`config.mk`:
```
export PLATFORM = sky130hd
export DESIGN_NAME = canvas_port_arbiter
export DESIGN_NICKNAME = d
export VERILOG_FILES = /design/src/rtl/canvas_pkg.sv /design/src/rtl/canvas_fill_walker.sv /design/src/rtl/canvas_port_arbiter.sv
export SDC_FILE = /design/constraint.sdc
export NUM_CORES = 1
export LEC_CHECK = 0
export BUFFER_PORTS_ARGS = -buffer_cell sky130_fd_sc_hd__buf_2
export CAP_MARGIN = 15
export CORE_MARGIN = 8
export CORE_UTILIZATION = 50
export CTS_CLUSTER_DIAMETER = 200
export DETAILED_ROUTE_END_ITERATION = 16
export GPL_TIMING_DRIVEN = 0
export PLACE_DENSITY = 0.73
export SYNTH_ARGS = -nofsm -noshare
export SYNTH_HDL_FRONTEND = slang
export SYNTH_SLANG_ARGS = --single-unit
```
`constraint.sdc`:
```
create_clock -name clk -period 8.6 [get_ports clk]
set_input_delay 0 -clock clk [delete_from_list [all_inputs] [get_ports clk]]
set_output_delay 0 -clock clk [all_outputs]
set_load 0.01 [all_outputs]
```
`src/rtl/canvas_pkg.sv`:
```
// rtl/canvas_pkg.sv - shared canvas geometry, address packing and fill state encoding
package canvas_pkg;

    localparam int CANVAS_COLS = 336;
    localparam int CANVAS_ROWS = 256;
    localparam int COL_W       = 9;
    localparam int ROW_W       = 8;
    localparam int ADDR_W      = 17;
    localparam int PIX_W       = 10;

    typedef enum logic [1:0] {
        FS_IDLE,
        FS_SETUP,
        FS_RUN,
        FS_DONE
    } fill_state_t;

    function automatic logic [ADDR_W-1:0] pack_addr(input logic [COL_W-1:0] col,
                                                     input logic [ROW_W-1:0] row);
        return {col, row};
    endfunction

endpackage

```
`src/rtl/canvas_fill_walker.sv`:
```
// rtl/canvas_fill_walker.sv - clipped rectangle raster walker (clip, col/row counters, last flag)
module canvas_fill_walker
    import canvas_pkg::*;
#(
    parameter int COLS = CANVAS_COLS,
    parameter int ROWS = CANVAS_ROWS
) (
    input  logic             clk,
    input  logic             reset,
    input  logic             i_start,
    input  logic [COL_W-1:0] i_col0,
    input  logic [ROW_W-1:0] i_row0,
    input  logic [8:0]       i_w,
    input  logic [8:0]       i_h,
    input  logic             i_advance,
    output logic [COL_W-1:0] o_col,
    output logic [ROW_W-1:0] o_row,
    output logic             o_last,
    output logic             o_empty
);

    logic [COL_W-1:0] r_col0;
    logic [COL_W-1:0] r_col;
    logic [ROW_W-1:0] r_row0;
    logic [ROW_W-1:0] r_row;
    logic [8:0]       r_w;
    logic [8:0]       r_h;

    logic [9:0] w_room_c;
    logic [9:0] w_room_r;
    logic [9:0] w_cw;
    logic [9:0] w_ch;
    logic [9:0] w_last_col;
    logic [9:0] w_last_row;

    // Clip is derived from the geometry latched at start; the room terms are
    // meaningless when col0 is off-canvas, which o_empty already covers.
    always_comb begin
        w_room_c   = 10'(COLS) - {1'b0, r_col0};
        w_room_r   = 10'(ROWS) - {2'b0, r_row0};
        w_cw       = ({1'b0, r_w} < w_room_c) ? {1'b0, r_w} : w_room_c;
        w_ch       = ({1'b0, r_h} < w_room_r) ? {1'b0, r_h} : w_room_r;
        w_last_col = {1'b0, r_col0} + w_cw - 10'd1;
        w_last_row = {2'b0, r_row0} + w_ch - 10'd1;
    end

    assign o_empty = ({1'b0, r_col0} >= 10'(COLS)) || (w_cw == 10'd0) || (w_ch == 10'd0);
    assign o_last  = ({1'b0, r_col} == w_last_col) && ({2'b0, r_row} == w_last_row);
    assign o_col   = r_col;
    assign o_row   = r_row;

    always_ff @(posedge clk or posedge reset) begin
        if (reset) begin
            r_col0 <= '0;
            r_row0 <= '0;
            r_w    <= '0;
            r_h    <= '0;
            r_col  <= '0;
            r_row  <= '0;
        end else if (i_start) begin
            r_col0 <= i_col0;
            r_row0 <= i_row0;
            r_w    <= i_w;
            r_h    <= i_h;
            r_col  <= i_col0;
            r_row  <= i_row0;
        end else if (i_advance) begin
            if ({1'b0, r_col} == w_last_col) begin
                r_col <= r_col0;
                r_row <= r_row + 8'd1;
            end else begin
                r_col <= r_col + 9'd1;
            end
        end
    end

endmodule

```
`src/rtl/canvas_port_arbiter.sv`:
```
// rtl/canvas_port_arbiter.sv - shares canvas RAM port A between CPU pixel access and the fill engine
module canvas_port_arbiter
    import canvas_pkg::*;
#(
    parameter int COLS = CANVAS_COLS,
    parameter int ROWS = CANVAS_ROWS
) (
    input  logic              clk,
    input  logic              reset,
    input  logic              cpu_req,
    input  logic              cpu_we,
    input  logic [COL_W-1:0]  cpu_col,
    input  logic [ROW_W-1:0]  cpu_row,
    input  logic [PIX_W-1:0]  cpu_wdata,
    output logic              cpu_ack,
    output logic [PIX_W-1:0]  cpu_rdata,
    input  logic              fill_start,
    input  logic [COL_W-1:0]  fill_col0,
    input  logic [ROW_W-1:0]  fill_row0,
    input  logic [8:0]        fill_w,
    input  logic [8:0]        fill_h,
    input  logic [PIX_W-1:0]  fill_data,
    input  logic              fill_abort,
    output logic              fill_busy,
    output logic              fill_done,
    output logic              ram_we,
    output logic [ADDR_W-1:0] ram_addr,
    output logic [PIX_W-1:0]  ram_di,
    input  logic [PIX_W-1:0]  ram_do
);

    fill_state_t       r_state;
    logic              r_fin;
    logic              r_last_cpu;
    logic              r_rd_p1;
    logic              r_rd_p2;
    logic [PIX_W-1:0]  r_fill_data;
    logic              r_ram_we;
    logic [ADDR_W-1:0] r_ram_addr;
    logic [PIX_W-1:0]  r_ram_di;
    logic              r_cpu_ack;
    logic [PIX_W-1:0]  r_cpu_rdata;
    logic              r_fill_busy;
    logic              r_fill_done;

    logic              w_start;
    logic [COL_W-1:0]  w_col;
    logic [ROW_W-1:0]  w_row;
    logic              w_last;
    logic              w_empty;
    logic              w_cpu_want;
    logic              w_fill_want;
    logic              w_contend;
    logic              w_cpu_grant;
    logic              w_fill_grant;

    assign w_start = (r_state == FS_IDLE) && fill_start;

    canvas_fill_walker #(
        .COLS (COLS),
        .ROWS (ROWS)
    ) u_walker (
        .clk       (clk),
        .reset     (reset),
        .i_start   (w_start),
        .i_col0    (fill_col0),
        .i_row0    (fill_row0),
        .i_w       (fill_w),
        .i_h       (fill_h),
        .i_advance (w_fill_grant),
        .o_col     (w_col),
        .o_row     (w_row),
        .o_last    (w_last),
        .o_empty   (w_empty)
    );

    // The fill already wants the port at the SETUP edge so its first write
    // lands right after SETUP; the ack cycle never starts a CPU transaction.
    always_comb begin
        w_cpu_want   = cpu_req && !r_cpu_ack && !r_rd_p1 && !r_rd_p2;
        w_fill_want  = !fill_abort &&
                       (((r_state == FS_SETUP) && !w_empty) ||
                        ((r_state == FS_RUN) && !r_fin));
        w_contend    = w_cpu_want && w_fill_want;
        w_cpu_grant  = w_cpu_want && (!w_fill_want || !r_last_cpu);
        w_fill_grant = w_fill_want && !w_cpu_grant;
    end

    always_ff @(posedge clk or posedge reset) begin
        if (reset) begin
            r_state     <= FS_IDLE;
            r_fin       <= 1'b0;
            r_last_cpu  <= 1'b0;
            r_rd_p1     <= 1'b0;
            r_rd_p2     <= 1'b0;
            r_fill_data <= '0;
            r_ram_we    <= 1'b0;
            r_ram_addr  <= '0;
            r_ram_di    <= '0;
            r_cpu_ack   <= 1'b0;
            r_cpu_rdata <= '0;
            r_fill_busy <= 1'b0;
            r_fill_done <= 1'b0;
        end else begin
            r_ram_we    <= 1'b0;
            r_cpu_ack   <= 1'b0;
            r_fill_done <= 1'b0;
            r_rd_p1     <= 1'b0;
            r_rd_p2     <= r_rd_p1;

            if (r_rd_p2) begin
                r_cpu_ack   <= 1'b1;
                r_cpu_rdata <= ram_do;
            end

            if (w_contend) begin
                r_last_cpu <= w_cpu_grant;
            end

            if (w_cpu_grant) begin
                r_ram_we   <= cpu_we;
                r_ram_addr <= pack_addr(cpu_col, cpu_row);
                if (cpu_we) begin
                    r_ram_di  <= cpu_wdata;
                    r_cpu_ack <= 1'b1;
                end else begin
                    r_rd_p1   <= 1'b1;
                end
            end else if (w_fill_grant) begin
                r_ram_we   <= 1'b1;
                r_ram_addr <= pack_addr(w_col, w_row);
                r_ram_di   <= r_fill_data;
            end

            case (r_state)
                FS_IDLE: begin
                    if (fill_start) begin
                        r_state     <= FS_SETUP;
                        r_fill_busy <= 1'b1;
                        r_fill_data <= fill_data;
                        r_fin       <= 1'b0;
                    end
                end
                FS_SETUP: begin
                    if (fill_abort) begin
                        r_state     <= FS_IDLE;
                        r_fill_busy <= 1'b0;
                    end else if (w_empty) begin
                        r_state     <= FS_DONE;
                        r_fill_done <= 1'b1;
                    end else begin
                        r_state <= FS_RUN;
                        r_fin   <= w_fill_grant && w_last;
                    end
                end
                FS_RUN: begin
                    if (fill_abort) begin
                        r_state     <= FS_IDLE;
                        r_fill_busy <= 1'b0;
                    end else if (r_fin) begin
                        r_state     <= FS_DONE;
                        r_fill_done <= 1'b1;
                    end else if (w_fill_grant && w_last) begin
                        r_fin <= 1'b1;
                    end
                end
                FS_DONE: begin
                    r_state     <= FS_IDLE;
                    r_fill_busy <= 1'b0;
                end
                default: begin
                    r_state     <= FS_IDLE;
                    r_fill_busy <= 1'b0;
                end
            endcase
        end
    end

    assign ram_we    = r_ram_we;
    assign ram_addr  = r_ram_addr;
    assign ram_di    = r_ram_di;
    assign cpu_ack   = r_cpu_ack;
    assign cpu_rdata = r_cpu_rdata;
    assign fill_busy = r_fill_busy;
    assign fill_done = r_fill_done;

endmodule

```
# Yosys cells after proc, flatten, opt, wreduce, memory -nomap -nowiden
# Index checks and enable logic that the tools add are counted.
[totals] register_bits=109 input_bits=88 elab_cells=122
[op_classes] n_addsub=8 magnitude_cmp=3 eq_ne=12 mux=41 reduce_logical=39
[op_table] cell="$mux W10" count=5
[op_table] cell="$mux W17" count=2
[op_table] cell="$mux W9" count=3
[op_table] cell="$mux W8" count=3
[op_table] cell="$logic_not A10 Y1" count=2
[op_table] cell="$lt A9 B10 Y1" count=2
[op_table] cell="$mux W1" count=20
[op_table] cell="$sub A10 B1 Y10 const B" count=2
[op_table] cell="$logic_and A1 B1 Y1" count=12
[op_table] cell="$add A8 B10 Y10" count=1
[op_table] cell="$add A9 B10 Y10" count=1
[op_table] cell="$eq A8 B10 Y1" count=1
[op_table] cell="$eq A9 B10 Y1" count=1
[op_table] cell="$ne A2 B2 Y1 const B" count=5
[op_table] cell="$reduce_and A2 Y1" count=5
[op_table] cell="$sub A9 B8 Y10 const A" count=1
[op_table] cell="$sub A9 B9 Y10 const A" count=1
[op_table] cell="$add A9 B1 Y9 const B" count=1
[op_table] cell="$ge A9 B9 Y1 const B" count=1
[op_table] cell="$logic_not A1 Y1" count=9
[op_table] cell="$add A8 B1 Y8 const B" count=1
[op_table] cell="$mux W2" count=4
[op_table] cell="$pmux W2 S4" count=1
[op_table] cell="$pmux W1 S3" count=2
[op_table] cell="other kinds (11)" count=17

# Logic depth before layout (Yosys ltp)
[logic_depth] depth_word=20 ltp_mapped=27

# Modules after synthesis
# From an unflattened synthesis, not the netlist that was laid out.
[hier_totals] hier_cells=745 area_unflattened_um2=7240.7
[by_module_without_submodules] module="canvas_fill_walker" n_inst=1 cells_per_inst=522 area_per_inst_um2=4555.6
[by_module_without_submodules] module="canvas_port_arbiter" n_inst=1 cells_per_inst=223 area_per_inst_um2=2685.1

# Worst setup path before layout
# OpenSTA, ideal clock, no wires.
[synth_path] path_kind="register to register" startpoint="register u_walker.r_col0[0]" endpoint="register u_walker.r_row[7], in the netlist u_walker.o_row[7]" setup_ps=82 arrival_ps=5945 required_time_ps=8518 setup_slack_ps=2573 stages_incl_launch_ff=25 n_path_buf=1 cell_sequence="dfrtp_1 inv_1 ha_1 nor4b_1 o31ai_1 xnor2_1 ha_1 nor2b_1 a22oi_1 mux2i_1 a21oi_1 clkbuf_1 a21oi_1 ha_1 inv_1 ha_1 fa_1 a21oi_1 o2111ai_1 xnor2_1 nor4_1 nand4_1 or4_1 or4_1 a31oi_1"
[synth_between] elab_chain_len=17
[synth_lines] element="start: declaration" line_no="canvas_fill_walker.sv:22" text="logic [COL_W-1:0] r_col0;"
[synth_lines] element="start signal: assignment" line_no="canvas_fill_walker.sv:61" text="r_col0 <= i_col0;"
[synth_lines] element="branches (longest 16 deep; another with $sub A9 B9 Y10)"
[synth_lines] element="$reduce_and A2 Y1 (no source line) (*)"
[synth_lines] element="end signal: assignment" line_no="canvas_fill_walker.sv:66" text="r_row <= i_row0;"
[synth_lines] element="end signal: assignment" line_no="canvas_fill_walker.sv:70" text="r_row <= r_row + 8'd1;"
[synth_lines] element="end: declaration" line_no="canvas_fill_walker.sv:25" text="logic [ROW_W-1:0] r_row;"
# Mark *: on every way between the ends.
# A chain may end at the register's enable or synchronous reset.

# Final worst setup path
[layout_path] startpoint="register u_walker.r_col0[0]" endpoint="register u_walker.r_row[3], in the netlist u_walker.o_row[3]"
# Same word-level chain as after synthesis.

==> summary.md <==
| Metric | Value |
|---|---|
| Synth top area cells | dfrtp_1, ha_1, nand2_1 |
| Worst slew pin tran | 0.869 ns |
| Hold/Removal Path Class | in2reg |
| RSZ-0062 raised after global routing | false |
| Final Hold Fails | 0 |
| Syn_area_per_cell | 8.64 um^2 |
| Critical path data arrival time | 7.49 ns |
| Post-synthesis compound-gate area fraction | 0.183 |
| Crit path kind | reg2reg |
| Number of hold buffers added after cts | 81 |
| Worst setup SP type | register |
| Adder-cell share of the synthesized area | 0.0990 |
| CTS resizes | 0 |
| Die height | 137 um |
| I/O pin total | 129 |
| CTS buffer count | 9 |
| Top cells by count, synth | nand2_1, dfrtp_1, inv_1 |
| H-tree depth | 3 |
| Reg2Reg Launch Point | u_walker.r_col0[0] |
| Unique masters post-synth | 59 |
| Maxcap violations | 0 |
| CP max stage cell | dfrtp_1 |
| First-pass GRT wire length | 35.5 mm |
| Synth Area in Simple Gates | 0.184 |
| Post-DP HPWL | 15.7 mm |
| Synth top area share | 0.371 |
| Total Routing Usage GR | 0.237 |
| Crit-path most repeated cell | ha_1 |
| Syn Inst Count | 852 |
| Final TNS setup | 0 ns |
| Status | complete, no violations |
| Main combinational cell family by area after synthesis | simple AND/OR/NAND/NOR gates |
| Fillers | 1211 |
| GPL Wtd Cong | ~0.88 |
| Pre-CTS setup slack | 1.53 ns |
| Final worst setup slack | 1.40 ns |
| Synth-to-Final Area Change | 27.4% |
| TritonCTS clock tree | yes |
| Largest net degree at the start of global routing | 65 |
| Post-synthesis sequential area ratio | 0.371 |
| Share of cells above drive strength 1 | 0.177 |
| Initial core utilization | 0.508 |
| Final std cells w/o fill | approximately 1300 |
| Mapped Nets | 997 |
| Multiplexer share of the synthesized area | 0.0352 |
| Final setup vio count | 0 |
| Async S/R FF share, synth | 1.00 |
| CP peak stage delay | about 0.50 ns |
| Beginning of the worst hold path | fill_col0[6] |
| Synth warn | 0 |
| # DRC | 0 |
| Later-pin clock latency in the skew report | between 0.3 and 0.4 ns |
| Clock sinks | 109 |
| Final Max Tran Viols | 0 |
| Port buffer count | 127 |
| Mapped Area | 7360 um^2 |
| Area leader, netlist | dfrtp_1 |
| Xor and xnor area share after synthesis | 0.0548 |
| Worst Setup End Kind | register |
| Tcrit/Tclk final | 0.838 |
| Core area | 14500 um^2 |
| Nets | 1217 |
| Ys flop type | dfrtp_1 |
| Clock transition at the registers of the reported paths | 0.08 ns |
| Longest Clk Path Bufs | 2 |
| Placed insts | 1164 |
| Vias per cell | 5.57 |
| Via Count | 7044 |
| Routed len/inst | 17.3 um |
| Launch point of the worst path | u_walker.r_col0[0] |
| WP data required | 8.89 ns |
| Cell Rows | 44 |
| GRT Residual Overflow | 0 |
| Maximum clock rate | between 100 and 150 MHz |
| Slew HR | 0.416 |
| Drt total wl | roughly 22 mm |
| Root buffer cell | clkbuf_16 |
| Synth Register Bits | 109 |
| Antenna-violating nets left | 0 |
| Full die area | around 19000 um^2 |
| Starting DRT DRC Count | 758 |
| Initial antenna violation count | 3 |
| Final min period | 7.20 ns |
| Router iterations before antenna repair | 6 |
| Worst Skew | 0.0123 ns |
| CP Max Fanout | 10 |
| Post-CTS Setup Bufs | 0 |
| Vias in the first global route | ~6900 |
| Die Wd | 137 um |
| Most numerous cell in the Yosys netlist | nand2_1 |
| Post-synth EDFFs | 0 |
[kinds of logic (layout without fill, tap and decap cells)]
kind of cell | count (synthesis) | after routing
compound gates | 185 | 185
mux | 24 | 24
fa+ha+maj | 57 | 57
simple gates | 296 | 296
flops | 109 | 109
xor+xnor | 46 | 46
other cells | 0 | 3
buf+inv | 135 | 360
[cell usage in the layout, fill, tap and decap left out, drive strengths merged, types with 5 or more instances in the layout]
| cell | n |
|---|---|
| a31oi | 12 |
| nand4 | 9 |
| a221oi | 13 |
| inv | 94 |
| nor2 | 54 |
| a2111oi | 5 |
| ha | 55 |
| buf | 138 |
| or4 | 11 |
| xnor2 | 36 |
| nor4 | 6 |
| a21o | 15 |
| o21ai | 44 |
| and3 | 8 |
| a21oi | 24 |
| mux2i | 9 |
| xor2 | 10 |
| nor3 | 47 |
| nand2 | 122 |
| o221a | 10 |
| o31ai | 15 |
| nand3 | 18 |
| a211oi | 18 |
| o21a | 5 |
| dlygate4sd3 | 81 |
| dfrtp | 109 |
| mux2 | 15 |
| clkbuf | 44 |
[through the flow]
| step | hold WS [ns] | instance area [um^2] | utilization |
|---|---|---|---|
| after CTS | 0.0139 | 9360 | 0.647 |
| after detailed placement | 0.126 | 8250 | 0.570 |
| after global routing | 0.0176 | 9370 | 0.647 |
| final | 0.0302 | 9370 | 0.647 |
| after global placement | 0.173 | 8220 | 0.568 |
| after floorplan | 0.0656 | 7360 | - |
[flip-flops by register name (all words and copies together) (netlist names)]
signal,flops
cpu_ack,1
cpu_rdata,10
fill_busy,1
fill_done,1
r_fill_data,10
r_fin,1
r_last_cpu,1
r_rd_p1,1
r_rd_p2,1
r_state,2
ram_addr,17
ram_di,10
ram_we,1
u_walker.o_col,9
u_walker.o_row,8
u_walker.r_col0,9
u_walker.r_h,9
u_walker.r_row0,8
u_walker.r_w,9
[layer usage]
| metal | vias up | GRT usage | wire length (um) |
|---|---|---|---|
| li1 | 3442 | - | - |
| met1 | 3331 | 0.310 | 9800 |
| met2 | 245 | 0.381 | 10200 |
| met3 | 26 | 0.0529 | 1500 |
| met4 | 0 | 0.0742 | 373 |
| met5 | - | 0 | 0 |
[worst paths after layout]
| kind | depth (start not counted) | slack (ns) | end |
|---|---|---|---|
| setup / recovery | 26 | 1.40 | u_walker.o_row[3] |
| hold / removal | 3 | 0.03 | u_walker.r_col0[6] |
| setup reg to reg | 26 | 1.40 | u_walker.o_row[3] |
| hold reg to reg | 0 | 0.41 | r_rd_p2 |
| max in group asynchronous | 4 | 7.57 | u_walker.r_col0[1] |
| min in group asynchronous | 3 | 0.30 | u_walker.r_row0[3] |
[cell type report]
type,instances,area (um^2),share of cell area
clock inverters,7,75.1,0.00801
well taps,184,230,0.0246
clock buffers,9,225,0.0240
flip-flops and latches,109,2730,0.291
multi-input cells,608,4090,0.437
diodes,3,7.51,0.000801
repair buffers,209,1470,0.157
plain buffers,45,198,0.0211
inverters,90,340,0.0363
[critical path, delay by kind of cell (launching register included)]
kind                       cells  cell delay (ns)
adders and majority gates      5             1.35
and+or+nand+nor                7             2.09
xor gates and xnor gates       2             0.40
DFF                            1             0.50
buffers and inverters          4             1.00
muxes                          1             0.15
AOI/OAI and AO/OA              7             1.66
Power is left out: the tool's default activity adds up to more than one toggle a clock period on the data nets, which glitch-free logic cannot reach.
